===== src/rtl/axi_rd_responder_pkg.sv =====
// rtl/axi_rd_responder_pkg.sv - shared AXI read encodings, FSM states and helpers
package axi_rd_responder_pkg;

    localparam int ADDR_W = 15;
    localparam int DATA_W = 32;
    localparam int ID_W   = 4;

    localparam logic [1:0] BURST_FIXED = 2'b00;
    localparam logic [1:0] BURST_INCR  = 2'b01;

    localparam logic [1:0] RESP_OKAY   = 2'b00;
    localparam logic [1:0] RESP_SLVERR = 2'b10;

    localparam logic [2:0] SIZE_4B = 3'b010;

    typedef enum logic [1:0] {
        IDLE    = 2'd0,
        FETCH   = 2'd1,
        CAPTURE = 2'd2,
        RESP    = 2'd3
    } state_e;

    // Anything other than FIXED/INCR with 4-byte beats is answered with SLVERR.
    function automatic logic is_unsupported(input logic [1:0] burst, input logic [2:0] size);
        return !((burst == BURST_FIXED) || (burst == BURST_INCR)) || (size != SIZE_4B);
    endfunction

endpackage


===== src/rtl/axi_rd_responder.sv =====
// rtl/axi_rd_responder.sv - single-outstanding AXI read responder over an external sync RAM
module axi_rd_responder
    import axi_rd_responder_pkg::*;
#(
    parameter int DEPTH_LOG2 = 13
) (
    input  logic                  clk,
    input  logic                  rstn,
    input  logic [ADDR_W-1:0]     araddr,
    input  logic [1:0]            arburst,
    input  logic [3:0]            arcache,
    input  logic                  arlock,
    input  logic [2:0]            arprot,
    input  logic [3:0]            arqos,
    input  logic [ID_W-1:0]       arid,
    input  logic [7:0]            arlen,
    input  logic [2:0]            arsize,
    input  logic                  arvalid,
    output logic                  arready,
    output logic [DATA_W-1:0]     rdata,
    output logic [ID_W-1:0]       rid,
    output logic [1:0]            rresp,
    output logic                  rlast,
    output logic                  rvalid,
    input  logic                  rready,
    output logic                  mem_en,
    output logic [DEPTH_LOG2-1:0] mem_addr,
    input  logic [DATA_W-1:0]     mem_dout
);

    state_e              state_q;
    state_e              state_d;
    logic [ADDR_W-1:0]   addr_q;
    logic [7:0]          len_q;
    logic [7:0]          beat_q;
    logic [1:0]          burst_q;
    logic                err_q;
    logic                ar_hs;
    logic                r_hs;
    logic                unused_ok;

    assign unused_ok = ^{arcache, arlock, arprot, arqos, araddr[1:0]};

    assign ar_hs = arvalid && arready;
    assign r_hs  = rvalid && rready;

    always_ff @(posedge clk or negedge rstn) begin
        if (!rstn) begin
            state_q <= IDLE;
        end else begin
            state_q <= state_d;
        end
    end

    always_comb begin
        state_d = state_q;
        case (state_q)
            IDLE:    if (ar_hs) state_d = FETCH;
            FETCH:   state_d = CAPTURE;
            CAPTURE: state_d = RESP;
            RESP:    if (r_hs) state_d = rlast ? IDLE : FETCH;
            default: state_d = IDLE;
        endcase
    end

    // Error bursts still walk the FSM but never touch the RAM.
    assign mem_en   = (state_q == FETCH) && !err_q;
    assign mem_addr = addr_q[DEPTH_LOG2+1:2];

    always_ff @(posedge clk or negedge rstn) begin
        if (!rstn) begin
            arready <= 1'b0;
            rvalid  <= 1'b0;
            rlast   <= 1'b0;
            rresp   <= RESP_OKAY;
            rid     <= '0;
            rdata   <= '0;
            addr_q  <= '0;
            len_q   <= '0;
            beat_q  <= '0;
            burst_q <= BURST_FIXED;
            err_q   <= 1'b0;
        end else begin
            // Registered so it stays low in reset and rises on the first edge after release.
            arready <= (state_d == IDLE);

            if (state_q == IDLE && ar_hs) begin
                addr_q  <= araddr;
                rid     <= arid;
                len_q   <= arlen;
                burst_q <= arburst;
                err_q   <= is_unsupported(arburst, arsize);
                beat_q  <= '0;
            end

            if (state_q == CAPTURE) begin
                rdata  <= err_q ? '0 : mem_dout;
                rresp  <= err_q ? RESP_SLVERR : RESP_OKAY;
                rlast  <= (beat_q == len_q);
                rvalid <= 1'b1;
            end

            if (state_q == RESP && r_hs) begin
                rvalid <= 1'b0;
                if (!rlast) begin
                    beat_q <= beat_q + 8'd1;
                    if (burst_q == BURST_INCR) begin
                        addr_q <= addr_q + ADDR_W'(4);
                    end
                end
            end
        end
    end

endmodule


===== config.mk =====
export PLATFORM = sky130hd
export DESIGN_NAME = axi_rd_responder
export DESIGN_NICKNAME = d
export VERILOG_FILES = /design/src/rtl/axi_rd_responder_pkg.sv /design/src/rtl/axi_rd_responder.sv
export SDC_FILE = /design/constraint.sdc
export NUM_CORES = 1
export LEC_CHECK = 0
export ABC_CLOCK_PERIOD_IN_PS = 4100
export CORE_MARGIN = 8
export CORE_UTILIZATION = 25
export CTS_CLUSTER_DIAMETER = 60
export DETAILED_ROUTE_END_ITERATION = 10
export SLEW_MARGIN = 20
export SYNTH_ARGS = -nofsm -noshare
export SYNTH_HDL_FRONTEND = slang
export SYNTH_SLANG_ARGS = --single-unit

===== constraint.sdc =====
create_clock -name clk -period 4.1 [get_ports clk]
set_input_delay 0.41 -clock clk [delete_from_list [all_inputs] [get_ports clk]]
set_output_delay 0.41 -clock clk [all_outputs]
set_load 0.005 [all_outputs]

Yosys cells after proc, flatten, opt, wreduce, memory -nomap -nowiden
Index checks and enable logic that the tools add are counted.
{ "totals": {"in_bits": 80, "register_bits": 77, "out_inout_bits": 55} }
{ "op_classes": {"mux": 15, "n_eq_ne": 7, "addsub": 2, "n_reduce_logical": 13} }
{ "ops": {"columns": ["op", "count"], "rows": [
  ["two-way mux 15 bit", 4],
  ["two-way mux 32 bit", 1],
  ["two-way mux 8 bit", 3],
  ["adder 15 x 3 -> 15 bit, second input constant", 1],
  ["adder 8 x 1 -> 8 bit, second input constant", 1],
  ["equality test 8 bit", 1],
  ["one-hot mux 2 bit (4 select lines)", 1],
  ["equality test 2 x 1 -> 1 bit, second input constant", 3],
  ["logical NOT 2 bit", 3],
  ["two-way mux 2 bit", 3],
  ["logical AND 1 bit", 5],
  ["equality test 2 bit, second input constant", 2],
  ["two-way mux 1 bit", 3],
  ["!= test 3 x 2 -> 1 bit, second input constant", 1],
  ["logical NOT 1 bit", 2],
  ["logical OR 1 bit", 2],
  ["nonzero test 2 bit", 1]
]} }

Logic depth before layout (Yosys ltp)
Gate-level depths: netlist of run 1.
{ "logic_depth": {"word_depth": 6, "depth_mapped": 7} }

Least setup slack after synthesis of run 1
OpenSTA, ideal clock, no wires.
{ "synth_timing": {"path_type": "register to register", "start": "register rlast", "end": "register addr_q[14]", "t_required_ns": 4.030, "slack_ns": 2.156, "path_stages_with_launch": 8, "path_buffers": 3, "setup_time_ns": 0.070, "t_arrival_ns": 1.874, "cell_sequence": "dfrtp_1 -> buf_6 -> or3b_1 -> buf_2 -> or2_1 -> buf_6 -> or4_1 -> nand3_1"} }
{ "synth_between": {"elab_chain_len": 2} }
{ "synth_lines": {"columns": ["element", "line", "text"], "rows": [
  ["from (decl)", "axi_rd_responder.sv:23", "output logic rlast,"],
  ["from (signal assigned)", "axi_rd_responder.sv:99", "rlast <= (beat_q == len_q);"],
  ["two-way mux 15 bit", "axi_rd_responder.sv:105", "if (!rlast) begin"],
  ["two-way mux 15 bit", "axi_rd_responder.sv:103", "if (state_q == RESP && r_hs) begin"],
  ["to (signal assigned)", "axi_rd_responder.sv:88", "addr_q <= araddr;"],
  ["to (signal assigned)", "axi_rd_responder.sv:108", "addr_q <= addr_q + ADDR_W'(4);"],
  ["to (decl)", "axi_rd_responder.sv:33", "logic [ADDR_W-1:0] addr_q;"]
]} }
No other way between the ends.
A chain may end at the register's enable or synchronous reset.

Final worst setup path of run 1
{ "layout_timing": {"start": "register err_q", "end": "output mem_en"} }
{ "layout_between": {"elab_chain_len": 2} }
{ "layout_lines": {"columns": ["element", "line", "text"], "rows": [
  ["from (decl)", "axi_rd_responder.sv:37", "logic err_q;"],
  ["from (signal assigned)", "axi_rd_responder.sv:92", "err_q <= is_unsupported(arburst, arsize);"],
  ["logical NOT 1 bit", "axi_rd_responder.sv:67", "assign mem_en = (state_q == FETCH) && !err_q;"],
  ["logical AND 1 bit", "axi_rd_responder.sv:67", null],
  ["to (decl)", "axi_rd_responder.sv:26", "output logic mem_en,"]
]} }
No other way between the ends.

==> impl_metrics.ini, run 1 <==
[worst_setup_path]
rrSetupSlack_ns = 1.92
crit_required_ns = 3.69
reg2reg_from = state_q[1]
startpoint = err_q
crit_fanout = 35
worstPathArrival_ns = 1.94
end_kind = primary output
startpoint_type = flip-flop
path_class = flip-flop to primary output

[logic_synthesis]
synth.distinct_cells = 40
yosys_warnings = 0
async_flop_share = 1.00
synth_seq_cells = 74
synthCells = 364
yosysSeqAreaShare = 0.547
synth_nets = 446
synth_edf_count = 0
syn_avg_cell_area_um2 = 9.30
syn_area_um2 = 3380
synth_flop_cell = dfrtp_1

[global_route]
grt_pass1_wl_mm = 16.2
antenna_found_initial = 0
gr-usage-all-layers = 0.114
grt_max_degree = 75
grt-ovfl-total = 0
grt_pass1_vias = 3133

[clock_network]
post_cts.repair.setup_buffers = 0
numCtsBuffers = 9
clk_latency_ns = 0.33
h-tree-depth = 3
root_buffer = clkbuf_16
cts_resized = 0
cts.sinks = 74
holdBufCountCts = 0
cts_tree = yes
clk_pin_slew_ns = 0.05
clockBufferDepth = 2

[status]
status = finished clean

[layout]
final_nets = 557
nFillCells = 1349
fin_area_um2 = 5030
multi_input_area_um2 = 1430
ff_latch_area_um2 = 1850
area_delta_synth_final_pct = 48.5
drive_above_1_share = 0.0522
diodes = 0

[sta]
holdWs_ns = 0.240
finalCritPeriodShare = 0.573
skew_ns = 0.00351
max_freq_mhz = 426
maxSlewViolCount = 0
rsz0062_at_grt = no
tightest_slew_ns = 0.949
max-slew-margin-rel = 0.367
setup_viol = 0
post-route-min-period_ns = 2.35
finalSetupTns_ns = 0
hold_viol = 0

[floorplan]
io_pins = 135
chipWidth_um = 132
dieArea_um2 = 17500
fp.dieH_um = 132
initial_utilization = 0.256
core_area_um2 = 13200
rows = 42

[power]
power_density_nw_per_um2 = 566
ir_worst_vdd_uv = 212
p_leak_nw = 2.12

[drt]
wl_mm = 9.79
drt_iter0_drc = 171
drtPass1Iterations = 4
wl_per_cell_um = 15.0
drc = 0
post_drt_via_cell_ratio = 4.49
ant_nets = 0
vias = 2941

[placed_design]
dpl.hpwl_mm = 6.93
io_buffers = 119
placed_cell_area_um2 = 4720
gp_congestion = 0.832

[flow_run]
maxCapViolCount = 0

[hold_path]
hp-class = primary input to asynchronous set/reset pin
==> critical path: stages (launching register included) <==
cell             delay, ns
dfrtp_1               0.72
nor3b_1               0.34
clkdlybuf4s50_1       0.54
==> routing by layer <==
metal  routed length (µm)  vias up  part of all wire  track usage
li1                     -     1447                 -            -
met1                 4670     1384              0.48        0.141
met2                 4410       99              0.45        0.180
met3                  546       11             0.056       0.0351
met4                  168        0             0.017       0.0530
met5                    0        -                 0            0
==> power breakdown <==
part	leakage (nW)	internal [W]	switching (W)
Combinational	1.04	0.000530	0.000348
Clock	0.152	0.000517	0.000293
Sequential	0.934	0.000947	0.000211
Total	2.12	0.00199	0.000852
==> worst paths after layout <==
check	end	cells after the start
worst max-delay path	mem_en	2
worst min-delay path	rdata[25]	1
min in group clk	burst_q[0]	2
worst min register to register	burst_q[0]	2
worst max register to register	addr_q[14]	4
max in group asynchronous	addr_q[13]	1
==> synthesized netlist by cell type, drive strengths merged (2+ instances only) <==
library cell	count	share of area
and3	6	0.011
nand4	6	0.011
buf	4	0.010
a21oi	4	0.0059
dfrtp	74	0.55
a311oi	2	0.0052
nor2	16	0.018
clkbuf	18	0.020
o21ai	39	0.058
o22ai	2	0.0037
mux2i	3	0.0089
nand2b	33	0.061
o211ai	3	0.0067
o21a	2	0.0044
a211oi	5	0.011
nand3	9	0.013
ha	2	0.0074
nor3	10	0.015
xnor2	11	0.028
inv	3	0.0033
mux2	2	0.0067
nand2	92	0.10
or4	2	0.0044
o221a	2	0.0067
nor3b	2	0.0044
==> kinds of logic (layout without fill, tap and decap cells) <==
family | Yosys count | count (layout) | share of synthesized area
other cells | 1 | 1 | 0.00111
xor+xnor | 11 | 11 | 0.0285
flops | 74 | 74 | 0.547
compound gates | 63 | 63 | 0.111
fa+ha+maj | 2 | 2 | 0.00739
mux | 5 | 5 | 0.0155
buf+inv | 25 | 140 | 0.0336
simple gates | 183 | 183 | 0.256
==> per-stage QoR <==
stage | util | power (W) | cells | setup WS [ns]
3_3_place_gp | 0.356 | 0.00203 | 640 | 1.52
3_5_place_dp | 0.356 | 0.00206 | 640 | 1.52
6_report | 0.380 | 0.00285 | 655 | 1.75
4_1_cts | 0.380 | 0.00290 | 655 | 1.71
2_1_floorplan | - | 0.00150 | 364 | 2.16
5_1_grt | 0.380 | 0.00304 | 655 | 1.56
==> cell usage in the layout (no fill, tap or decap), types with 3 or more instances in the layout <==
cell / count
inv_1: 3
buf_4: 4
o21ai_0: 38
nor2_1: 16
clkbuf_8: 3
xnor2_1: 11
nor3_1: 9
nand2b_1: 32
clkbuf_16: 9
dfrtp_1: 74
a211oi_1: 5
nand3_1: 9
and3_1: 6
clkdlybuf4s50_1: 118
o211ai_1: 3
nand2_1: 92
a21oi_1: 4
nand4_1: 6
mux2i_1: 3
==> sequential cells by signal (all words and copies together), names as in the netlist <==
signal / flops
rid: 4
arready: 1
len_q: 8
addr_q: 13
rdata: 32
rresp: 1
err_q: 1
rlast: 1
rvalid: 1
burst_q: 2
state_q: 2
beat_q: 8
==> layout make-up <==
class | count | area share
sequential | 74 | 0.368
inverter | 3 | 0.00224
tap | 176 | 0.0438
clock buffer | 13 | 0.0538
timing repair buffer | 122 | 0.241
clock inverter | 2 | 0.00697
multi-input combinational | 265 | 0.284
No activity file was read; power rests on OpenSTA's default activity.
==> run 2, diff against run 1 <==
- ABC_CLOCK_PERIOD_IN_PS: 4100 -> 2000
- clock period: 4.1 -> 2 ns (I/O delays scaled with it)
==> run 2 against run 1 <==
Setup slack lost 1.6 ns; highest routed layer unchanged; register-to-register slack lost 1.8 ns; critical path type is now flip-flop to flip-flop; largest power group unchanged; non-clock buffer count is 12 higher; clock skew up 0.0013 ns; first-iteration DRC count grew 3.5%.
==> impl_metrics.ini, run 2 (synthesized netlist as in run 1, its figures left out) <==
[worst_setup_path]
startpoint_type = flip-flop
slowest_stage = or3b_1
path_class = flip-flop to flip-flop
end_kind = flip-flop
crit_required_ns = 2.27
crit_fanout = 7
critPathBufInv = 0
cp_cell_sequence = or3b_1 > or2_1 > or4_1 > nand3_1
crit_family = simple AND/OR/NAND/NOR gates
worstPathArrival_ns = 2.10
slowest_delay_ns = 0.49

[global_route]
grt-ovfl-total = 0
grt_pass1_wl_mm = 16.0
grt_pass1_vias = 3042
grt_max_degree = 75
gr-usage-all-layers = 0.111
antenna_found_initial = 0

[clock_network]
h-tree-depth = 3
cts.sinks = 74
numCtsBuffers = 9
holdBufCountCts = 0
cts_resized = 0
clockBufferDepth = 2
clk_pin_slew_ns = 0.06
root_buffer = clkbuf_16
clk_latency_ns = 0.33
post_cts.repair.setup_buffers = 0
cts_tree = yes

[power]
power.switching_w = 0.00175
pwr-share-seq = 0.395
swShare = 0.298
pwr-share-clk = 0.279
p_leak_nw = 2.19
power_density_nw_per_um2 = 1140
pwr-share-comb = 0.326
ir_worst_vdd_uv = 419
total_power_w = 0.00585
intPower_w = 0.00411

[layout]
regMostFlops = rdata
nFillCells = 1334
largestRegisters = rdata x32, addr_q x13
diodes = 0
final_cell_mix = 118 x clkdlybuf4s50_1, 92 x nand2_1, 74 x dfrtp_1
area_delta_synth_final_pct = 51.9
final_nets = 569
drive_above_1_share = 0.0774
layout_commonest_cell = clkdlybuf4s50_1
largest_reg_flops = 32
fin_area_um2 = 5140

[floorplan]
dieArea_um2 = 17500
chipWidth_um = 132
core_area_um2 = 13200
rows = 42
io_pins = 135
fp.dieH_um = 132
initial_utilization = 0.256

[sta]
maxSlewViolCount = 0
tightest_slew_ns = 0.940
max-slew-margin-rel = 0.373
setup_viol = 0
skew_ns = 0.00477
layout_setup_ws_ns = 0.168
hold_viol = 0
finalCritPeriodShare = 0.916
post-route-min-period_ns = 1.83
rsz0062_at_grt = no
finalSetupTns_ns = 0
max_freq_mhz = 546

[drt]
vias = 2984
wl_per_cell_um = 14.4
met2_wirelength_mm = 4.28
drtPass1Iterations = 4
wl_mm = 9.59
drc = 0
post_drt_via_cell_ratio = 4.47
wl_met1_mm = 4.65
top_layer_used = met4
ant_nets = 0
drt_iter0_drc = 177
wl_met3_um = 565

[flow_run]
maxCapViolCount = 0

[placed_design]
dp_slack_ns = 0.0331
io_buffers = 119
dpl.hpwl_mm = 6.93
gp_congestion = 0.879
placed_cell_area_um2 = 4840

[status]
status = finished clean

[hold_path]
hp-class = primary input to asynchronous set/reset pin
run 2: changes by cell type in the layout (fill, tap and decap cells not counted), sizes merged:
cell,change
clkbuf,-2
clkinvlp,+1
clkinv,+1
buf,+12
run 2: power groups by stage:
stage | logic (W) | registers (W) | clock network (W)
after floorplan | 0.000769 | 0.00231 | 0
after global placement | 0.00191 | 0.00232 | 0
after global routing | 0.00211 | 0.00239 | 0.00176
after detailed placement | 0.00194 | 0.00234 | 0
after CTS | 0.00194 | 0.00232 | 0.00168
final | 0.00191 | 0.00231 | 0.00163
run 2: worst reg2reg max path, cell delays in order (launching register included):
cell and delay [ns]:
dfrtp_1 0.37, or3b_1 0.49, or2_1 0.34, or4_1 0.50, nand3_1 0.08
run 2: metal layers:
layer	vias to the layer above	GRT usage
li1	1476	-
met1	1383	0.143
met2	118	0.173
met3	7	0.0385
met4	0	0.0303
met5	-	0
run 2: cell type report:
| class | count | area, µm² | share of cell area |
|---|---|---|---|
| Clock buffer | 11 | 253 | 0.0492 |
| Inverter | 3 | 11.3 | 0.00219 |
| Tap cell | 176 | 220 | 0.0428 |
| Clock inverter | 4 | 51.3 | 0.00998 |
| Multi-Input combinational cell | 265 | 1430 | 0.278 |
| Timing Repair Buffer | 134 | 1330 | 0.258 |
| Sequential cell | 74 | 1850 | 0.360 |
run 2: final timing paths:
kind / start / to / slack (ns) / cells past startpoint
max: rlast / addr_q[14] / 0.17 / 4
min: rstn / rdata[28] / 0.02 / 1
max reg2reg: rlast / addr_q[14] / 0.17 / 4
min reg2reg: rid[2] / rid[2] / 0.47 / 2
max in group asynchronous: rstn / rid[0] / 1.37 / 1
min in group clk: arlen[1] / len_q[1] / 0.41 / 3
run 2: per-stage QoR:
| step | hold WS (ns) | util | instances |
|---|---|---|---|
| final | 0.0155 | 0.388 | 667 |
| after detailed placement | 0.419 | 0.365 | 652 |
| after global placement | 0.410 | 0.365 | 652 |
| after floorplan | -0.0956 | - | 364 |
| after global routing | 0.114 | 0.388 | 667 |
| after CTS | 0.0581 | 0.388 | 667 |
